## config.mk

```make
export PLATFORM = sky130hd
export DESIGN_NAME = seq_signed_multiplier
export DESIGN_NICKNAME = d
export VERILOG_FILES = /design/src/rtl/seq_signed_multiplier.sv
export SDC_FILE = /design/constraint.sdc
export NUM_CORES = 1
export LEC_CHECK = 0
export ABC_AREA = 0
export BUFFER_PORTS_ARGS = -buffer_cell sky130_fd_sc_hd__buf_2
export CAP_MARGIN = 10
export CORE_MARGIN = 3
export CORE_UTILIZATION = 30
export DETAILED_ROUTE_END_ITERATION = 8
export PLACE_DENSITY = 0.55
export SLEW_MARGIN = 20
export SYNTH_ARGS = -nofsm -noshare
export SYNTH_HDL_FRONTEND = slang
export SYNTH_SLANG_ARGS = --single-unit
```

## constraint.sdc

```tcl
create_clock -name clk -period 7.16 [get_ports clk]
set_input_delay 0.716 -clock clk [delete_from_list [all_inputs] [get_ports clk]]
set_output_delay 0.716 -clock clk [all_outputs]
set_load 0.05 [all_outputs]
```

## src/rtl/seq_signed_multiplier.sv

```systemverilog
// Sequential shift-add signed multiplier with start/busy/done handshake.
// Multiplies operand magnitudes, then applies the sign in a final cycle.
module seq_signed_multiplier #(
   parameter int WIDTH = 8
) (
   input  logic               clk,
   input  logic               rst,
   input  logic               start,
   input  logic [WIDTH-1:0]   a,
   input  logic [WIDTH-1:0]   b,
   output logic               busy,
   output logic               done,
   output logic [2*WIDTH-1:0] product,
   output logic               product_neg,
   output logic [2*WIDTH-1:0] product_mag
);

   localparam int CW = (WIDTH > 2) ? $clog2(WIDTH) : 1;
   localparam int PW = 2 * WIDTH;

   typedef enum logic [1:0] {
      IDLE,
      RUN,
      SIGN
   } state_e;

   state_e          state_q, state_d;
   logic [PW-1:0]   acc_q, acc_d;
   logic [WIDTH-1:0] mcand_q, mcand_d;
   logic [WIDTH-1:0] mplier_q, mplier_d;
   logic            sign_q, sign_d;
   logic [CW-1:0]   cnt_q, cnt_d;
   logic [PW-1:0]   product_q, product_d;
   logic            neg_q, neg_d;
   logic [PW-1:0]   mag_q, mag_d;
   logic            done_q, done_d;

   always_ff @(posedge clk or posedge rst) begin
      if (rst) begin
         state_q   <= IDLE;
         acc_q     <= '0;
         mcand_q   <= '0;
         mplier_q  <= '0;
         sign_q    <= 1'b0;
         cnt_q     <= '0;
         product_q <= '0;
         neg_q     <= 1'b0;
         mag_q     <= '0;
         done_q    <= 1'b0;
      end else begin
         state_q   <= state_d;
         acc_q     <= acc_d;
         mcand_q   <= mcand_d;
         mplier_q  <= mplier_d;
         sign_q    <= sign_d;
         cnt_q     <= cnt_d;
         product_q <= product_d;
         neg_q     <= neg_d;
         mag_q     <= mag_d;
         done_q    <= done_d;
      end
   end

   always_comb begin
      state_d   = state_q;
      acc_d     = acc_q;
      mcand_d   = mcand_q;
      mplier_d  = mplier_q;
      sign_d    = sign_q;
      cnt_d     = cnt_q;
      product_d = product_q;
      neg_d     = neg_q;
      mag_d     = mag_q;
      done_d    = 1'b0;
      unique case (state_q)
         IDLE: begin
            if (start) begin
               // -2^(WIDTH-1) negates to itself, which is the correct unsigned magnitude
               mcand_d  = a[WIDTH-1] ? -a : a;
               mplier_d = b[WIDTH-1] ? -b : b;
               sign_d   = a[WIDTH-1] ^ b[WIDTH-1];
               acc_d    = '0;
               cnt_d    = '0;
               state_d  = RUN;
            end
         end
         RUN: begin
            if (mplier_q[cnt_q])
               acc_d = acc_q + ({{WIDTH{1'b0}}, mcand_q} << cnt_q);
            cnt_d = cnt_q + CW'(1);
            if (cnt_q == CW'(WIDTH - 1))
               state_d = SIGN;
         end
         SIGN: begin
            product_d = sign_q ? -acc_q : acc_q;
            mag_d     = acc_q;
            neg_d     = sign_q & (|acc_q);
            done_d    = 1'b1;
            state_d   = IDLE;
         end
         default: state_d = IDLE;
      endcase
   end

   assign busy        = (state_q != IDLE);
   assign done        = done_q;
   assign product     = product_q;
   assign product_neg = neg_q;
   assign product_mag = mag_q;

endmodule

```

# Word-level counts from Yosys, hierarchy flattened
# Index checks and enable logic that the tools add are counted.
# op_classes
div,0
n_mux,14
n_lt_le_gt_ge,1
n_shift,1
add_sub_neg,5
bitwise,2
n_mul,0
n_eq_ne,6
reduce_logical,8
# op_table
op,count
two-way mux 16 bit,3
case mux 16 bit (2 select lines),1
adder 16 bit,1
two-way mux 8 bit,2
negation 16 bit,1
negation 8 bit,2
OR reduction 16 bit,1
<< shifter 8 x 3 -> 16 bit,1
!= test 2 bit (second input constant),3
case mux 3 bit (2 select lines),1
AND reduction 2 bit,3
< comparator 3 x 4 -> 1 bit (second input constant),1
two-way mux 2 bit,2
case mux 2 bit (2 select lines),1
nonzero test 2 bit,2
adder 3 x 1 -> 3 bit (second input constant),1
binary-select mux 1 bit (select 3 bit),1
equality test 3 bit (second input constant),1
two-way mux 3 bit,1
AND reduction 3 bit,1
equality test 2 x 1 -> 1 bit (second input constant),1
equality test 2 bit (second input constant),1
zero test 2 bit,1
two-way mux 1 bit,2
other kinds (2),2
# word_totals
latch_bits,0
wordCells,47
memories,0
mem_bits_ro,0
out_inout_bits,35
ram_bits,0
register_bits,72
in_bits,19

# Depth between registers and ports, before layout
# Gate-level depths: netlist of the first run.
# depth
word_depth,4
ltp_mapped,14
mapped_depth_nobuf,12

# Worst setup path before layout of the first run
# No wires, ideal clock.
# synth_path
path_kind,register to register
start,register cnt_q[1]
end,register acc_q[15]
required_time_ns,7.081
setup_time_ns,0.079
path_stages_with_launch,13
setup_slack_ns,4.152
n_path_buf,2
arrival_time_ns,2.929
period_less_slack_ns,3.008
path_cell_list,dfrtp_1 clkbuf_1 buf_1 mux2i_1 mux2_2 o22ai_1 ha_1 a21o_1 o21bai_1 a21boi_0 nor4_1 o31ai_1 mux2i_1
# synth_between
elab_chain_len,4
elab_cells_between_ends,8
cone_classes,add/sub (1); eq/ne (1); shift (1); mux (4); reduce/logical (1)
# synth_rtl
element,line_no,rtl
start: declaration,32,"logic [CW-1:0] cnt_q, cnt_d;"
start signal: assignment,56,cnt_q <= cnt_d;
<< shifter 8 x 3 -> 16 bit or binary-select mux 1 bit (select 3 bit) (tied branches),"89, 88",
adder 16 bit or two-way mux 1 bit (tied branches),"89, 88",
two-way mux 16 bit or != test 2 bit (tied branches),n/a,
case mux 16 bit (2 select lines) or AND reduction 3 bit (tied branches),n/a,
end signal: assignment,41,acc_q <= '0;
end signal: assignment,52,acc_q <= acc_d;
end: declaration,28,"logic [PW-1:0] acc_q, acc_d;"
# Several ways; a longest one is shown, not always the timed one. The select of a mux whose other input is x is not followed.
# A chain may end at the register's enable or synchronous reset.

# Worst setup path in the final report of the first run
# layout_path
start,register cnt_q[0]
end,register acc_q[15]
# The elaborated chain is that of the path after synthesis.

==> reports/summary.txt, run 1 <==
status: finished clean
die footprint: 0.0156 sq mm
actual transition at the worst max-transition pin: 0.879 ns
largest net degree at the start of global routing: 72
number of setup violations in the final report: 0
average wire per standard cell: 13.1 um
synthesized flop and latch total: 71
Static Leakage: 2.35 nW
Num Clock Sinks: 71
Post-Place Cell Area: 0.00463 sq mm
count of unresolved DRC violations after routing: 0
share of the yosys chip area belonging to registers: 42.0%
CTS buffer count: 9
met2 wire length: 4.07 mm
syn nets: 521
final weighted congestion in routability-driven placement: 0.869
per-cell via count in the routed design: 4.81
CTS tree: yes
floorplan die width: 125 um
Netlist cell types: 47
post-synthesis area per instance: 8.79 sq um
Syn. warnings: 0
ports placed on the boundary: 54
Max VDD drop: 0.123 mV
Hold Fails Final Rpt: 0
Non-Filler Cell Area, Final: 0.00491 sq mm
total routed wirelength: 9.21 mm
initial antenna violation count: 0
most common cell after layout, fill and taps aside: sky130_fd_sc_hd__nand2_1
required time of the critical path: 7.41 ns
Clock H-tree levels: 3
area added between synthesis and finish: 16.1%
Met3 Routed Length: 399 um
postcts setup bufs: 0
Max Slew Vio Count: 0
total number of vias: 3,372
Die Ht: 125 um
Min-Delay Path Class: register to register
Global Route Usage Sum: 12.5%
share of flip-flops with an asynchronous set or reset: 100%
number of max-cap violations: 0
power density over the cells: 513 mW/mm^2
number of gates resized after cts: 0
gate count after technology mapping: 481
Critical Path End Type: register
crit path launch type: register
antenna diode count: 0
commonest cells after routing, fill and taps aside: 110 x sky130_fd_sc_hd__nand2_1, 71 x sky130_fd_sc_hd__dfrtp_1, 57 x sky130_fd_sc_hd__o21ai_0
number of nets still failing antenna checks after routing: 0
first-pass GRT wire length: 16.3 mm
Max Used Layer: met4
share of layout cells above drive strength 1: 15.8%
register cell area after layout: 0.00178 sq mm
Primary FF master, synth: sky130_fd_sc_hd__dfrtp_1
Achievable Freq: 317 MHz
count of buffers inserted at the top-level ports: 53
Core Box Area: 0.0135 sq mm
worst slack on hold paths: 0.464 ns
CTS Hold Bufs: 0
sum of negative setup slack: 0 ns
area taken by multi-input logic gates: 0.00228 sq mm
setup repair after global routing missed its margin: no
period utilisation layout: 44.1%
detailed placer's ending HPWL: 6.86 mm
clock period minus worst slack: 3.16 ns
nets: 561
Yosys top cell area share: 42.0%
DRT Pass-1 Iters: 4
clock-pin slew on the worst setup and hold paths: 0.05 ns
drt first-iter violations: 133
Final Total Pwr: 2.52 mW
top cells by area, synth: sky130_fd_sc_hd__dfrtp_1 42%, sky130_fd_sc_hd__nand2_1 9.8%, sky130_fd_sc_hd__o21ai_0 6.7%
grt ovf: 0
summed instance area of the synthesized netlist: 0.00423 sq mm
Starting Density: 31.3%
largest fanout on the critical path: 19
Max transition margin: 41.4%
worst-skew pair later-pin latency: 0.33 ns
largest clock skew in the final design: 0.00495 ns
count of fill cells added during filler insertion: 1,384
most area-hungry cell type in the Yosys netlist: sky130_fd_sc_hd__dfrtp_1
pre-CTS setup slack: 4.03 ns
Worst EP arrival: 3.41 ns
number of flops mapped to enable cells by yosys: 0
Met1 Wirelength: 4.54 mm
class of the most critical setup path: register to register
clk root buf: sky130_fd_sc_hd__clkbuf_16
maximum count of clock buffers along a single path: 2
least setup slack across all paths after layout: 4.00 ns
row count: 42
via count of the first global-routing pass: 3,372
stage by stage:
step,cells,util (%)
final,701,36.3
after CTS,701,36.3
after detailed placement,686,34.3
after global routing,701,36.3
after global placement,686,34.3
after floorplan,481,-
layer usage:
layer / global-route usage [%] / vias up
met4: 5.35 / 0
met1: 16.7 / 1545
li1: - / 1741
met2: 19.1 / 68
met5: 0 / -
met3: 3.09 / 18
report_power, final:
| group | switching (mW) | leakage (nW) | internal [mW] |
|---|---|---|---|
| logic | 0.894 | 1.35 | 0.459 |
| registers | 0.187 | 0.858 | 0.575 |
| clock network | 0.155 | 0.138 | 0.250 |
| total | 1.24 | 2.35 | 1.28 |
cells by family after synthesis:
group / share of synthesized area (%)
AOI/OAI and AO/OA: 15.5
xor gates and xnor gates: 7.25
adders and majority gates: 6.39
buffers and inverters: 4.05
DFF: 42.0
muxes: 5.24
and+or+nand+nor: 19.6
cells in the mapped netlist, types with 8 or more instances:
| cell type | instances |
|---|---|
| sky130_fd_sc_hd__a21oi_1 | 9 |
| sky130_fd_sc_hd__mux2i_1 | 12 |
| sky130_fd_sc_hd__nor2_1 | 11 |
| sky130_fd_sc_hd__o31ai_1 | 10 |
| sky130_fd_sc_hd__clkbuf_1 | 24 |
| sky130_fd_sc_hd__or3_1 | 8 |
| sky130_fd_sc_hd__o21ai_0 | 57 |
| sky130_fd_sc_hd__ha_1 | 20 |
| sky130_fd_sc_hd__nand2_1 | 110 |
| sky130_fd_sc_hd__nand3_1 | 18 |
| sky130_fd_sc_hd__xnor2_1 | 9 |
| sky130_fd_sc_hd__inv_1 | 16 |
| sky130_fd_sc_hd__xor2_1 | 26 |
| sky130_fd_sc_hd__dfrtp_1 | 71 |
registers in the layout, summed over array words and instances (netlist names):
| name | count |
|---|---|
| product | 16 |
| mplier_q | 8 |
| mcand_q | 8 |
| sign_q | 1 |
| done | 1 |
| state_q | 2 |
| acc_q | 16 |
| cnt_q | 3 |
| product_neg | 1 |
| product_mag | 15 |
path summary, 6_finish.rpt:
kind	cells past startpoint	endpoint	slack, ns	from
worst max register to register	10	acc_q[15]	4.00	cnt_q[0]
worst min-delay path	2	product_mag[14]	0.46	product_mag[14]
worst min register to register	2	product_mag[14]	0.46	product_mag[14]
worst max-delay path	10	acc_q[15]	4.00	cnt_q[0]
max in group asynchronous	3	mcand_q[5]	5.94	rst
min in group asynchronous	3	product_mag[11]	0.65	rst
critical path, stage by stage, from the launching register on:
cell and delay, ns:
sky130_fd_sc_hd__dfrtp_1 0.72, sky130_fd_sc_hd__mux2i_1 0.19, sky130_fd_sc_hd__or3_1 0.40, sky130_fd_sc_hd__inv_1 0.08
sky130_fd_sc_hd__ha_1 0.23, sky130_fd_sc_hd__a211oi_1 0.31, sky130_fd_sc_hd__o21bai_1 0.16, sky130_fd_sc_hd__a21boi_0 0.37
sky130_fd_sc_hd__nor4_1 0.12, sky130_fd_sc_hd__o31ai_1 0.28, sky130_fd_sc_hd__mux2i_1 0.22
area by class of cell:
class                      instances  area share [%]
clock inverter                     3           0.382
tap                              176            4.49
multi-input combinational        366            46.5
clock buffer                      12            5.23
inverter                          16            1.22
timing repair buffer              57            6.02
sequential                        71            36.2
No activity file was read; power rests on OpenSTA's default activity.
==> inputs of run 2 (changes only) <==
==> constraint.sdc (replaced) <==
create_clock -name clk -period 3.05 [get_ports clk]
set_input_delay 0.305 -clock clk [delete_from_list [all_inputs] [get_ports clk]]
set_output_delay 0.305 -clock clk [all_outputs]
set_load 0.05 [all_outputs]
==> run 2 against run 1 <==
  * Sequential power is 130% higher
  * Combinational power is 140% higher
  * Critical endpoint unchanged
  * Final area is 1.5% higher
  * Largest power group unchanged
==> reports/summary.txt, run 2 (synthesized netlist as in run 1, its figures left out) <==
setup repair after global routing missed its margin: no
via count of the first global-routing pass: 3,496 (+3.7%)
Critical Path End Type: register
Die Ht: 125 um (unchanged)
Max Slew Vio Count: 0 (unchanged)
Worst EP arrival: 3.04 ns (-0.37 ns)
commonest cells after routing, fill and taps aside: 110 x sky130_fd_sc_hd__nand2_1, 69 x sky130_fd_sc_hd__dfrtp_1, 57 x sky130_fd_sc_hd__o21ai_0
clock-pin slew on the worst setup and hold paths: 0.06 ns (about the same)
cell depth of the worst flop-to-flop path: 10 (unchanged)
Starting Density: 31.3% (unchanged)
cell breakdown of the critical path: mux2i_1 > mux2_2 > o22ai_1 > ha_1 > a21o_1 > o21bai_1 > a21boi_1 > nor4_1 > o31ai_1 > mux2i_1
per-cell via count in the routed design: 4.83 (+0.33%)
largest fanout on the critical path: 8 (-11)
period utilisation layout: 91.3% (+47 points)
floorplan die width: 125 um (unchanged)
largest net degree at the start of global routing: 72 (unchanged)
library cell appearing most often on the critical path: sky130_fd_sc_hd__mux2i_1
count of unresolved DRC violations after routing: 0 (unchanged)
number of setup violations in the final report: 0 (unchanged)
slack of the worst reg-to-reg path: 0.26 ns (-3.74 ns)
Static Leakage: 2.38 nW (+1.3%)
count of buffers inserted at the top-level ports: 53 (unchanged)
detailed placer's ending HPWL: 7.17 mm (+4.4%)
class of the most critical setup path: register to register
Max transition margin: 40.0% (-1.4 points)
Clock H-tree levels: 3 (unchanged)
clk root buf: sky130_fd_sc_hd__clkbuf_16
Achievable Freq: 359 MHz (+13%)
Global Route Usage Sum: 12.9% (+0.47 points)
initial antenna violation count: 0 (unchanged)
CTS tree: yes
power density over the cells: 1220 mW/mm^2 (+140%)
Num Clock Sinks: 71 (unchanged)
total routed wirelength: 9.62 mm (+4.5%)
Hold Fails Final Rpt: 0 (unchanged)
number of nets still failing antenna checks after routing: 0 (unchanged)
sum of negative setup slack: 0 ns (unchanged)
clock period minus worst slack: 2.79 ns (-0.372 ns)
Non-Filler Cell Area, Final: 0.00498 sq mm (+1.5%)
Post-Place Cell Area: 0.00468 sq mm (+0.97%)
average wire per standard cell: 13.6 um (+3.5%)
ports placed on the boundary: 54 (unchanged)
grt ovf: 0 (unchanged)
crit path launch type: register
number of max-cap violations: 0 (unchanged)
actual transition at the worst max-transition pin: 0.901 ns (+0.0215 ns)
nets: 567 (+1.1%)
status: finished clean
Core Box Area: 0.0135 sq mm (unchanged)
final weighted congestion in routability-driven placement: 0.907 (+4.3%)
cell type of the slowest stage on the worst timing path: sky130_fd_sc_hd__dfrtp_2
share of layout cells above drive strength 1: 17.5% (+1.7 points)
Critical Path Source: cnt_q[1]
required time of the critical path: 3.30 ns (-4.11 ns)
most common cell after layout, fill and taps aside: sky130_fd_sc_hd__nand2_1
largest stage delay on the critical path: 0.47 ns (-0.25 ns)
first-pass GRT wire length: 17.0 mm (+4.5%)
row count: 42 (unchanged)
worst-skew pair later-pin latency: 0.33 ns (about the same)
worst setup path endpoint: acc_q[15]
DRT Pass-1 Iters: 4 (unchanged)
maximum count of clock buffers along a single path: 2 (unchanged)
CTS buffer count: 9 (unchanged)
area added between synthesis and finish: 17.8%
total number of vias: 3,417 (+1.3%)
Max VDD drop: 0.307 mV (+150%)
drt first-iter violations: 144 (+8.3%)
largest clock skew in the final design: 0.00387 ns (-0.00108 ns)
antenna diode count: 0 (unchanged)
Min-Delay Path Class: primary input to asynchronous set/reset pin
endpoint of the lowest-slack register-to-register path: acc_q[15]
die footprint: 0.0156 sq mm (unchanged)
reg-to-reg critical path startpoint: cnt_q[1]
-- run 2: cell count changes in the layout (fill, tap and decap cells not counted), sizes merged --
| cell | change |
|---|---|
| buf | +6 |
| clkinv | -1 |
| clkinvlp | +2 |
| inv | +1 |
| bufinv | +1 |
| clkbuf | -2 |
-- run 2: area by class of cell --
cell class	count	area (sq um)
clock buffers	10	229
clock inverters	6	70.1
fillers	1402	8520
inverters	16	60.1
multi-input cells	366	2280
flip-flops and latches	71	1780
well taps	176	220
repair buffers	63	340
-- run 2: per-stage QoR --
stage	setup WS, ns	util (%)	hold WS, ns	cells	power, mW
after detailed placement	0.120	34.6	0.461	692	5.08
after global routing	0.00917	36.9	0.289	708	6.63
final	0.264	36.9	0.246	708	6.10
after floorplan	0.0419	-	0.445	481	4.27
after CTS	0.0815	36.9	0.264	708	6.16
after global placement	0.156	34.6	0.451	692	5.02
-- run 2: worst min-delay path by stage --
stage | from | endpoint | slack [ns] | depth (start not counted)
final | rst | product_mag[11] | 0.25 | 3
after global routing | b[6] | mplier_q[6] | 0.29 | 3
after CTS | b[6] | mplier_q[7] | 0.26 | 3
after detailed placement | product_mag[12] | product_mag[12] | 0.46 | 2
after global placement | product_neg | product_neg | 0.45 | 2
after floorplan | mplier_q[2] | mplier_q[2] | 0.44 | 2
-- run 2: critical path, delay by kind of cell (launching register included) --
kind | cells | cell delay (ns)
AOI/OAI and AO/OA | 5 | 1.12
DFF | 1 | 0.47
adders and majority gates | 1 | 0.31
muxes | 3 | 0.69
and+or+nand+nor | 1 | 0.10
-- run 2: per-layer routing --
metal  GRT usage, %  up-vias  part of all wire [%]
li1               -     1754                     -
met1           17.5     1560                    49
met2           20.1       86                    45
met3           3.47       17                   5.1
met4           4.32        0                   1.8
met5              0        -                     0
-- run 2: timing repair --
action,CTS,global route
buffers inserted,0,0
setup endpoints to repair,0,6
hold buffers,0,0
resized for setup,0,4
-- run 2: report_power, final --
part	leakage (nW)	internal, mW	switching [mW]	total (mW)
clock network	0.141	0.639	0.417	1.06
logic	1.38	1.13	2.18	3.30
registers	0.856	1.35	0.388	1.74
